File: src/rtl/clk_div_pkg.sv
// -----------------------------------------------------------------------------
// clk_div_pkg
// Shared constants and helpers for the multi-channel clock-enable generator.
//   CNT_W_DEF   : default counter / divisor width
//   DEF_DIV_DEF : default reset divisor
//   CLK_HZ      : reference system clock frequency (50 MHz)
//   hz_to_div() : divisor that gives a square wave of the requested frequency
// -----------------------------------------------------------------------------
package clk_div_pkg;

   localparam int unsigned CNT_W_DEF   = 32'd32;
   localparam int unsigned DEF_DIV_DEF = 32'd50_000;
   localparam int unsigned CLK_HZ      = 32'd50_000_000;

   // sq period is 2 x divisor, so the divisor is half the cycles per sq period.
   // A request for 0 Hz yields divisor 0, which parks the channel.
   function automatic logic [31:0] hz_to_div(input logic [31:0] hz);
      logic [31:0] div_s;
      if (hz == 32'd0) begin
         div_s = 32'd0;
      end else begin
         div_s = CLK_HZ / (32'd2 * hz);
      end
      return div_s;
   endfunction

endpackage

File: src/rtl/clk_div_chan.sv
// -----------------------------------------------------------------------------
// clk_div_chan
// One divider channel: counter, active divisor, shadow divisor, pending flag,
// registered tick (one cycle per period) and registered 50% square wave.
// Ports:
//   clk, rst       : system clock, synchronous active-high reset
//   run            : channel is counting this cycle (global and channel enable)
//   sync           : restart the counter, clear sq, apply any pending divisor
//   ld, ld_div     : load strobe and new divisor for this channel
//   tick, sq, busy : registered outputs
// -----------------------------------------------------------------------------
module clk_div_chan
   import clk_div_pkg::*;
#(
   parameter int          CNT_W   = CNT_W_DEF,
   parameter int unsigned DEF_DIV = DEF_DIV_DEF
) (
   input  logic             clk,
   input  logic             rst,
   input  logic             run,
   input  logic             sync,
   input  logic             ld,
   input  logic [CNT_W-1:0] ld_div,
   output logic             tick,
   output logic             sq,
   output logic             busy
);

   localparam logic [CNT_W-1:0] ZERO_C    = {CNT_W{1'b0}};
   localparam logic [CNT_W-1:0] ONE_C     = {{(CNT_W-1){1'b0}}, 1'b1};
   localparam logic [CNT_W-1:0] DEF_DIV_C = CNT_W'(DEF_DIV);

   logic [CNT_W-1:0] cnt_q, cnt_d;
   logic [CNT_W-1:0] cur_div_q, cur_div_d;
   logic [CNT_W-1:0] shadow_q, shadow_d;
   logic             busy_q, busy_d;
   logic             tick_q, tick_d;
   logic             sq_q, sq_d;

   logic [CNT_W-1:0] shadow_nx_s;
   logic [CNT_W-1:0] div_m1_s;
   logic             pend_s;
   logic             wrap_s;
   logic             stopped_s;

   // Next-state logic: sync, then immediate apply, then hold, then counting.
   always_comb begin
      // A load this cycle is folded in first, so every later decision
      // (sync, immediate apply, wrap apply) sees the newest divisor.
      shadow_nx_s = ld ? ld_div : shadow_q;
      pend_s      = ld | busy_q;
      div_m1_s    = cur_div_q - ONE_C;     // wraps to all-ones for 0, guarded by stopped_s
      wrap_s      = (cnt_q == div_m1_s);
      stopped_s   = (cur_div_q == ZERO_C);

      cnt_d     = cnt_q;
      cur_div_d = cur_div_q;
      shadow_d  = shadow_nx_s;
      busy_d    = busy_q;
      tick_d    = 1'b0;
      sq_d      = sq_q;

      if (sync) begin
         cnt_d  = ZERO_C;
         sq_d   = 1'b0;
         busy_d = 1'b0;
         if (pend_s) begin
            cur_div_d = shadow_nx_s;
         end else begin
            cur_div_d = cur_div_q;
         end
      end else if (pend_s && (stopped_s || !run)) begin
         // Nothing is mid-period, so the new divisor can take over at once.
         cur_div_d = shadow_nx_s;
         busy_d    = 1'b0;
         cnt_d     = ZERO_C;
         if (shadow_nx_s == ZERO_C) begin
            sq_d = 1'b0;
         end else begin
            sq_d = sq_q;
         end
      end else if (!run) begin
         cnt_d = cnt_q;
         sq_d  = sq_q;
      end else if (stopped_s) begin
         cnt_d = ZERO_C;
         sq_d  = 1'b0;
      end else if (wrap_s) begin
         cnt_d  = ZERO_C;
         tick_d = 1'b1;
         sq_d   = ~sq_q;
         if (pend_s) begin
            // Period boundary: swap divisors here so no period is cut short.
            cur_div_d = shadow_nx_s;
            busy_d    = 1'b0;
            if (shadow_nx_s == ZERO_C) begin
               tick_d = 1'b0;
               sq_d   = 1'b0;
            end else begin
               tick_d = 1'b1;
            end
         end else begin
            busy_d = 1'b0;
         end
      end else begin
         cnt_d  = cnt_q + ONE_C;
         busy_d = pend_s;
      end
   end

   // State and output registers with synchronous reset.
   always_ff @(posedge clk) begin
      if (rst) begin
         cnt_q     <= ZERO_C;
         cur_div_q <= DEF_DIV_C;
         shadow_q  <= DEF_DIV_C;
         busy_q    <= 1'b0;
         tick_q    <= 1'b0;
         sq_q      <= 1'b0;
      end else begin
         cnt_q     <= cnt_d;
         cur_div_q <= cur_div_d;
         shadow_q  <= shadow_d;
         busy_q    <= busy_d;
         tick_q    <= tick_d;
         sq_q      <= sq_d;
      end
   end

   assign tick = tick_q;
   assign sq   = sq_q;
   assign busy = busy_q;

endmodule

File: src/rtl/clk_div_multi.sv
// -----------------------------------------------------------------------------
// clk_div_multi
// Multi-channel clock-enable generator. Each channel divides clk by its own
// run-time loadable divisor and emits a one-cycle tick and a 50% square wave.
// Ports:
//   clk, rst          : system clock, synchronous active-high reset
//   en, ch_en         : global and per-channel enables
//   sync              : restart all channels in the same cycle
//   ld_valid, ld_ch,
//   ld_div            : divisor load strobe, target channel, new divisor
//   tick, sq, busy    : per-channel registered outputs
// -----------------------------------------------------------------------------
module clk_div_multi
   import clk_div_pkg::*;
#(
   parameter int          NUM_CH  = 4,
   parameter int          CNT_W   = CNT_W_DEF,
   parameter int unsigned DEF_DIV = DEF_DIV_DEF
) (
   input  logic              clk,
   input  logic              rst,
   input  logic              en,
   input  logic [NUM_CH-1:0] ch_en,
   input  logic              sync,
   input  logic              ld_valid,
   input  logic [3:0]        ld_ch,
   input  logic [CNT_W-1:0]  ld_div,
   output logic [NUM_CH-1:0] tick,
   output logic [NUM_CH-1:0] sq,
   output logic [NUM_CH-1:0] busy
);

   logic [NUM_CH-1:0] ld_hit_s;
   logic [NUM_CH-1:0] run_s;

   genvar g;
   generate
      for (g = 0; g < NUM_CH; g = g + 1) begin : g_ch
         // Out-of-range ld_ch matches no channel, so such loads are dropped.
         assign ld_hit_s[g] = ld_valid & (ld_ch == 4'(g));
         assign run_s[g]    = en & ch_en[g];

         clk_div_chan #(
            .CNT_W   (CNT_W),
            .DEF_DIV (DEF_DIV)
         ) u_chan (
            .clk    (clk),
            .rst    (rst),
            .run    (run_s[g]),
            .sync   (sync),
            .ld     (ld_hit_s[g]),
            .ld_div (ld_div),
            .tick   (tick[g]),
            .sq     (sq[g]),
            .busy   (busy[g])
         );
      end
   endgenerate

endmodule

File: config.mk
export PLATFORM = sky130hd
export DESIGN_NAME = clk_div_multi
export DESIGN_NICKNAME = d
export VERILOG_FILES = /design/src/rtl/clk_div_pkg.sv /design/src/rtl/clk_div_chan.sv /design/src/rtl/clk_div_multi.sv
export SDC_FILE = /design/constraint.sdc
export NUM_CORES = 1
export LEC_CHECK = 0
export CELL_PAD_IN_SITES_DETAIL_PLACEMENT = 1
export CELL_PAD_IN_SITES_GLOBAL_PLACEMENT = 1
export CORE_AREA = 8 8 240 242
export DETAILED_ROUTE_END_ITERATION = 8
export DIE_AREA = 0 0 248 250
export PLACE_DENSITY_LB_ADDON = 0.1
export SETUP_SLACK_MARGIN = 0.05
export SYNTH_ARGS = -nofsm -noshare
export SYNTH_HDL_FRONTEND = slang
export SYNTH_SLANG_ARGS = --single-unit
File: constraint.sdc
create_clock -name clk -period 5.4 [get_ports clk]
set_input_delay 0.54 -clock clk [delete_from_list [all_inputs] [get_ports clk]]
set_output_delay 0.54 -clock clk [all_outputs]
set_load 0.01 [all_outputs]
======== Word-level counts from Yosys, hierarchy flattened ========
Index checks and enable logic that the tools add are counted.
operators by class
  eq/ne operators ......................... 15
  add/sub/neg operators ................... 8
  mux-type cells .......................... 76
  reductions and logical operators ........ 58
  bitwise gates (word level) .............. 28
operators by type and width
  cell                                                number
  two-way mux 32 bit                                  36
  logical NOT 32 bit                                  8
  adder 32 x 1 -> 32 bit, second input constant       4
  == test 32 bit                                      4
  subtractor 32 x 1 -> 32 bit, second input constant  4
  two-way mux 1 bit                                   40
  nonzero test 3 bit                                  12
  AND reduction 3 bit                                 8
  OR reduction 6 bit                                  4
  inverter 1 bit                                      16
  != test 3 bit, second input constant                4
  OR reduction 3 bit                                  4
  bitwise AND 1 bit                                   8
  == test 4 x 2 -> 1 bit, second input constant       2
  != test 2 bit, second input constant                4
  AND reduction 2 bit                                 4
  nonzero test 2 bit                                  4
  == test 4 x 1 -> 1 bit, second input constant       1
  logical AND 1 bit                                   4
  logical NOT 1 bit                                   4
  logical NOT 4 bit                                   1
  logical OR 1 bit                                    4
  OR 1 bit                                            4
  OR reduction 2 bit                                  1
word-level totals
  input port bits ......................... 45
  bits in registers ....................... 396
  output and inout bits ................... 12
  word-level logic and storage cells ...... 209

======== Longest topological paths before layout ========
Gate-level depths: netlist (run 1).
  word-level depth ........................ 10
  gate-level depth with buffers ........... 13
  mapped depth without buffers ............ 11

======== Hierarchy ========
From an unflattened synthesis (run 1), not the netlist that was laid out.
unflattened totals
  cells, all modules ...................... 2629
  area total of the unflattened synthesis .. 22749.3 um^2
modules (own cells, without submodules)
  module                             area an instance (um^2)  instances  sequential area each (um^2)  cells each
  clk_div_chan (g_ch[2].u_chan ...)  5854.4                   2          1981.9                       671
  clk_div_chan (g_ch[0].u_chan ...)  5475.3                   2          1981.9                       639
  clk_div_multi                      90.1                     1          0.0                          9

======== Worst setup path before layout (run 1) ========
No wires, ideal clock.
  path kind ............................... register to register
  start ................................... register (tool-made name)
  end ..................................... register g_ch[2].u_chan.cnt_q[25]
  period minus slack after synthesis ...... 3.512 ns
  path slack .............................. 1.888 ns
  data required time ...................... 5.278 ns
  arrival time ............................ 3.390 ns
  buffers on the path ..................... 4
  setup time .............................. 0.122 ns
  cell stages (with the launch flop) ...... 14
  path through ............................ dfxtp_1 -> buf_6 -> or4_4 -> or4_1 -> buf_2 -> or4b_1 -> a21oi_2 -> o21ai_2 -> nor4_4 -> and3_1 -> buf_6 -> nor2_4 -> buf_6 -> a221o_1
RTL lines
  what                  RTL line             text
  end signal, assigned  clk_div_chan.sv:121  cnt_q <= cnt_d;
  end, declared         clk_div_chan.sv:33   logic [CNT_W-1:0] cnt_q, cnt_d;

==> results of run 1 <==
## critical path: cells and delay by family, from the launching register on
family                     cells  cell delay [ns]
AOI/OAI and AO/OA              2             0.38
and+or+nand+nor                7             2.85
adders and majority gates      1             0.26
DFF                            1             0.37
buffers and inverters          2             0.37
## placed cells by master, fill, tap and decap left out, drive strengths merged, types with 14 or more instances in the layout
cell,count
a21oi,116
a221o,17
a22o,84
a2bb2oi,20
a31oi,39
and2,17
and3,33
buf,33
clkbuf,61
clkdlybuf4s50,55
dfxtp,396
inv,88
mux2i,49
nand2,361
nand3,134
nand3b,55
nand4,75
nand4b,15
nor2,192
nor3,82
nor4,91
nor4b,14
o211ai,18
o21ai,72
o22ai,16
o311ai,23
o31ai,43
or2,16
or3,29
or4,29
xnor2,97
xor2,83
## power by group
group | switching, uW | internal (uW) | total (uW)
registers | 12.9 | 2940 | 2950
logic | 202 | 87.2 | 289
clock network | 1340 | 2270 | 3620
total | 1560 | 5300 | 6860
## stage by stage
step | cells | hold WS [ns] | setup WS [ns] | area, um2
after floorplan | 2649 | 0.449 | 1.89 | 21300
after global placement | 3254 | 0.470 | 1.14 | 22300
after detailed placement | 3254 | 0.473 | 1.04 | 22300
after CTS | 3339 | 0.482 | 1.01 | 24000
after global routing | 3339 | 0.498 | 0.633 | 24000
final | 3339 | 0.487 | 1.00 | 24000
## per-layer routing
metal  wire length, um  part of all wire (%)  up-vias
met3              3650                   4.9      131
met5                 0                     0        -
met1             34400                    46    10000
met2             34400                    46      422
li1                  -                     -     9586
met4              2390                   3.2        0
## area by class of cell
| type | count | share of cell area [%] |
|---|---|---|
| Tap cell | 696 | 3.62 |
| Clock buffer | 61 | 5.58 |
| Inverter | 88 | 1.37 |
| Timing Repair Buffer | 88 | 3.37 |
| Multi-Input combinational cell | 1986 | 51.3 |
| Sequential cell | 396 | 33.0 |
| Clock inverter | 24 | 1.72 |
## cells by family (layout without fill, tap and decap cells)
family,Yosys count,count (layout)
buf+inv,267,261
xor+xnor,181,181
simple gates,1199,1199
compound gates,548,548
mux,50,50
flops,396,396
fa+ha+maj,8,8
## path summary, 6_finish.rpt
kind | from | to | slack, ns | depth (start not counted)
setup reg to reg | register | g_ch[0].u_chan.cnt_q[28]$_SDFFE_PP0P_ | 1.00 | 12
hold reg to reg | g_ch[2].u_chan.shadow_q[13]$_SDFF_PP0_ | g_ch[2].u_chan.shadow_q[13]$_SDFF_PP0_ | 0.49 | 2
setup / recovery | register | g_ch[0].u_chan.cnt_q[28]$_SDFFE_PP0P_ | 1.00 | 12
hold / removal | g_ch[2].u_chan.shadow_q[13]$_SDFF_PP0_ | g_ch[2].u_chan.shadow_q[13]$_SDFF_PP0_ | 0.49 | 2
==> metrics, run 1 <==
HP Class register to register; nets@finish 2659; CP endpoint kind register; fillers 6322; met1 usage 31.3%; global-route wire length before repair 117000 um; Compound-Gate Fraction of Synth Area 18.2%; status completed; n_diodes 0; Worst slew margin 19.5%; max-cap violations 0; setup bufs post-CTS 0; Top-Level Pins 57; Worst-path clk slew 0.06 ns; Global Route met3 Usage 3.24%; Synth area leaders dfxtp_1 37%, nand2_1 6.4%, xnor2_1 4.0%; starting density of the core 39.8%; final hold vios 0; Mean Syn Cell Area 8.04 um2; Max Root-Sink Buffers 3; mux cell area share after synthesis 2.35%; pwr dens 285 mW/mm2; gr ovfl total 0; htree depth 2; FP Rows 85; Post-route DRC 0; CTS buffer count 46; worst slew pin tran 1.21 ns; Die ar. 0.0620 mm2; vias in the first global route 20400; Core Util, Final 44.9%; area occupied by multi-input gates 0.0123 mm2; Vias 20200; Final Setup Violations 0; die height 250 um; CP Max Fanout 32; Clock Tree Root clkbuf_16; PostCTS Resize Cnt 0; fmax 0.227 GHz; Simple-Gate Fraction of Synth Area 29.0%; Post-Syn Instances 2649; main combinational cell family by area after synthesis simple AND/OR/NAND/NOR gates; crit path DAT 4.82 ns; CP most frequent cell nor3_1; largest area contributor in the netlist dfxtp_1; dpl hpwl 54400 um; setup TNS 0 ns; Yosys reg bits 396; gr usage total 23.5%; register area 0.00793 mm2; CTS tree yes; post-route ant nets 0; Layout area overhead 12.7%; clock skew 0.0185 ns; Synth warnings 0; Synth Area in Adders 0.470%; critical-path cell list inv_1 -> ha_1 -> or3b_2 -> nor3_1 -> nand3_1 -> nor3_1 -> o22ai_1 -> nor4_1 -> nand4_1 -> buf_4 -> nand2_1 -> o311ai_0; Core Region 0.0535 mm2; CP max stage cell nor3_1; share of the synthesized area in the top cell type 37.2%; unrepaired setup endpoints after global routing no; drt wl/cell 22.4 um; TritonCTS Sinks 396; EDFF count, synth 0; WP data required 5.82 ns; Lkg Pwr 0.00837 uW; Synth Net Count 2702; register area share after synthesis 37.2%; top post-synthesis cells by count 396 x dfxtp_1, 361 x nand2_1, 191 x nor2_1, 139 x clkbuf_1, 133 x nand3_1; Final Max Slew Viols 0; overall power 6860 uW; First DRT Iteration DRCs 1054; synthesized area 0.0213 mm2; vias per inst 6.04; Tmin final 4.40 ns; port bufs 56; RD Place Congestion 0.877; post-synthesis xor/xnor area fraction 7.50%; most common cell in the netlist dfxtp_1; max incr delay on CP 0.64 ns; final WL 74800 um; ys flop type dfxtp_1; GR peak layer met2; Period Utilization, post-route 81.4%; Unique masters post-synth 84; die width 248 um; hold_buf cts 0; layout cells sized above 1 6.32%; largest net degree at the start of global routing 76; GR Util met2 38.4%; WS Path Type register to register; worst-skew pair later-pin latency 0.60 ns; Peak supply drop 0.223 mV; Post-synth ARST share 0%; drt pass-1 iters 5; initial antenna violation count 0; CP startpoint kind register
Note: power is estimated with default switching activity, not from simulation.
==> inputs of run 2 (changes only) <==
==> constraint.sdc (replaced) <==
create_clock -name clk -period 4.4 [get_ports clk]
set_input_delay 0.44 -clock clk [delete_from_list [all_inputs] [get_ports clk]]
set_output_delay 0.44 -clock clk [all_outputs]
set_load 0.01 [all_outputs]
==> metrics, run 2 (synthesis gave the netlist of run 1 again) <==
CTS tree yes; Tmin final 4.15 ns (-0.243 ns); die width 248 um (unchanged); commonest non-fill, non-tap cell in the layout dfxtp_1; worst path bufs/invs 2 (unchanged); FP Rows 85 (unchanged); Clock Tree Root clkbuf_16; Post-route DRC 0 (unchanged); hold path start rst; drt pass-1 iters 5 (unchanged); setup TNS 0 ns (unchanged); post-route ant nets 0 (unchanged); Vias 20300 (+0.69%); max-cap violations 0 (unchanged); hold_buf cts 0 (unchanged); setup bufs post-CTS 0 (unchanged); drt wl/cell 22.2 um (-1.1%); Final Cell Area 0.0241 mm2 (+0.39%); global-route wire length before repair 118000 um (+0.79%); worst-skew pair later-pin latency 0.61 ns (about the same); nets@finish 2699 (+1.5%); crit path DAT 4.64 ns (-0.18 ns); Top-Level Pins 57 (unchanged); port bufs 56 (unchanged); PostCTS Resize Cnt 0 (unchanged); Max Root-Sink Buffers 3 (unchanged); fmax 0.241 GHz (+5.9%); Peak supply drop 0.248 mV (+11%); WS Path Type register to register; status completed; Final Max Slew Viols 0 (unchanged); crit-path leading delay family simple AND/OR/NAND/NOR gates; CTS buffer count 47 (+2.2%); Core Region 0.0535 mm2 (unchanged); n_diodes 0 (unchanged); layout cells sized above 1 7.64% (+1.3 points); gr ovfl total 0 (unchanged); Final Setup Violations 0 (unchanged); gr usage total 23.6% (+0.15 points); worst slew pin tran 1.21 ns (-0.00232 ns); clock skew 0.0262 ns (+0.00767 ns); largest net degree at the start of global routing 129 (+70%); First DRT Iteration DRCs 1245 (+18%); vias in the first global route 20700 (+1.5%); Core Util, Final 45.1% (+0.17 points); pwr dens 326 mW/mm2 (+14%); starting density of the core 39.8% (unchanged); Layout area overhead 13.2%; critical-path cell list inv_1 -> ha_1 -> or4b_2 -> or4_1 -> or3_1 -> a21oi_1 -> a41oi_1 -> nor3_1 -> and3_1 -> o21ai_2 -> buf_4 -> a22o_1; unrepaired setup endpoints after global routing no; Period Utilization, post-route 94.4% (+13 points); Lkg Pwr 0.00847 uW (+1.2%); dpl hpwl 55200 um (+1.5%); CP endpoint kind register; TritonCTS Sinks 396 (unchanged); CP max stage cell or4b_2; Post-Place Cells 3293 (+1.2%); DP Area 0.0226 mm2 (+1.5%); Die ar. 0.0620 mm2 (unchanged); RD Place Congestion 0.909 (+3.6%); die height 250 um (unchanged); Worst slew margin 19.6% (+0.15 points); max incr delay on CP 0.71 ns (+0.07 ns); final hold vios 0 (unchanged); vias per inst 6.01 (-0.47%); htree depth 2 (unchanged); CP Max Fanout 27 (-16%); CP startpoint kind register; final WL 74900 um (about the same); initial antenna violation count 1 (+1); Worst-path clk slew 0.06 ns (about the same); Post-Layout Cell Count 3378 (+1.2%); HP Class input pin to register; commonest non-fill, non-tap cells in the layout 396 x dfxtp_1, 361 x nand2_1, 190 x nor2_1; WP data required 4.89 ns (-0.93 ns)
## run 2: changes by cell type in the layout (fill, tap and decap cells not counted), moves of 3 or more
cell	previous run	this run
buf_4	32	68
bufinv_16	11	1
clkbuf_8	7	12
buf_12	1	4
clkinv_2	7	10
inv_6	0	3
## run 2: worst register-to-register path: stages, from the launching register on
cell and delay, ns:
dfxtp_1 0.36, inv_1 0.08, ha_1 0.29, or4b_2 0.71, or4_1 0.51, or3_1 0.40, a21oi_1 0.16, a41oi_1 0.08
nor3_1 0.27, and3_1 0.54, o21ai_2 0.11, buf_4 0.25, a22o_1 0.28
## run 2: final timing paths
| check | endpoint | slack [ns] | cells after the start |
|---|---|---|---|
| hold reg to reg | g_ch[2].u_chan.shadow_q[18]$_SDFF_PP0_ | 0.48 | 2 |
| setup reg to reg | register | 0.25 | 12 |
| setup / recovery | register | 0.25 | 12 |
| hold / removal | g_ch[3].u_chan.shadow_q[10]$_SDFF_PP0_ | 0.36 | 2 |
## run 2: metrics by stage
stage	hold WS (ns)	power (uW)	setup slack (ns)
floorplan	0.449	3880	0.888
global placement	0.474	4060	0.431
detailed placement	0.477	4070	0.317
CTS	0.342	7960	0.285
global route	0.376	8130	0.0531
finish	0.364	7860	0.247
## run 2: metal layers
layer,part of all wire [%],global-route usage (%),vias to the layer above
li1,-,-,9651
met1,45,30.3,10100
met2,46,38.9,399
met3,5.6,5.06,141
met4,3.4,7.90,2
met5,0.017,0,-
## run 2: cell type report
cell class | instances | area (um2)
clock buffers | 65 | 1360
clock inverters | 20 | 154
fillers | 6319 | 29400
inverters | 88 | 330
multi-input cells | 1986 | 12300
flip-flops and latches | 396 | 7930
well taps | 696 | 871
repair buffers | 127 | 1140
## run 2: report_power, final
part	switching, uW	leakage (uW)	internal, uW
sequential	15.3	0.00319	3610
combinational	253	0.00452	120
clock	1640	0.000748	2230
total	1910	0.00847	5950
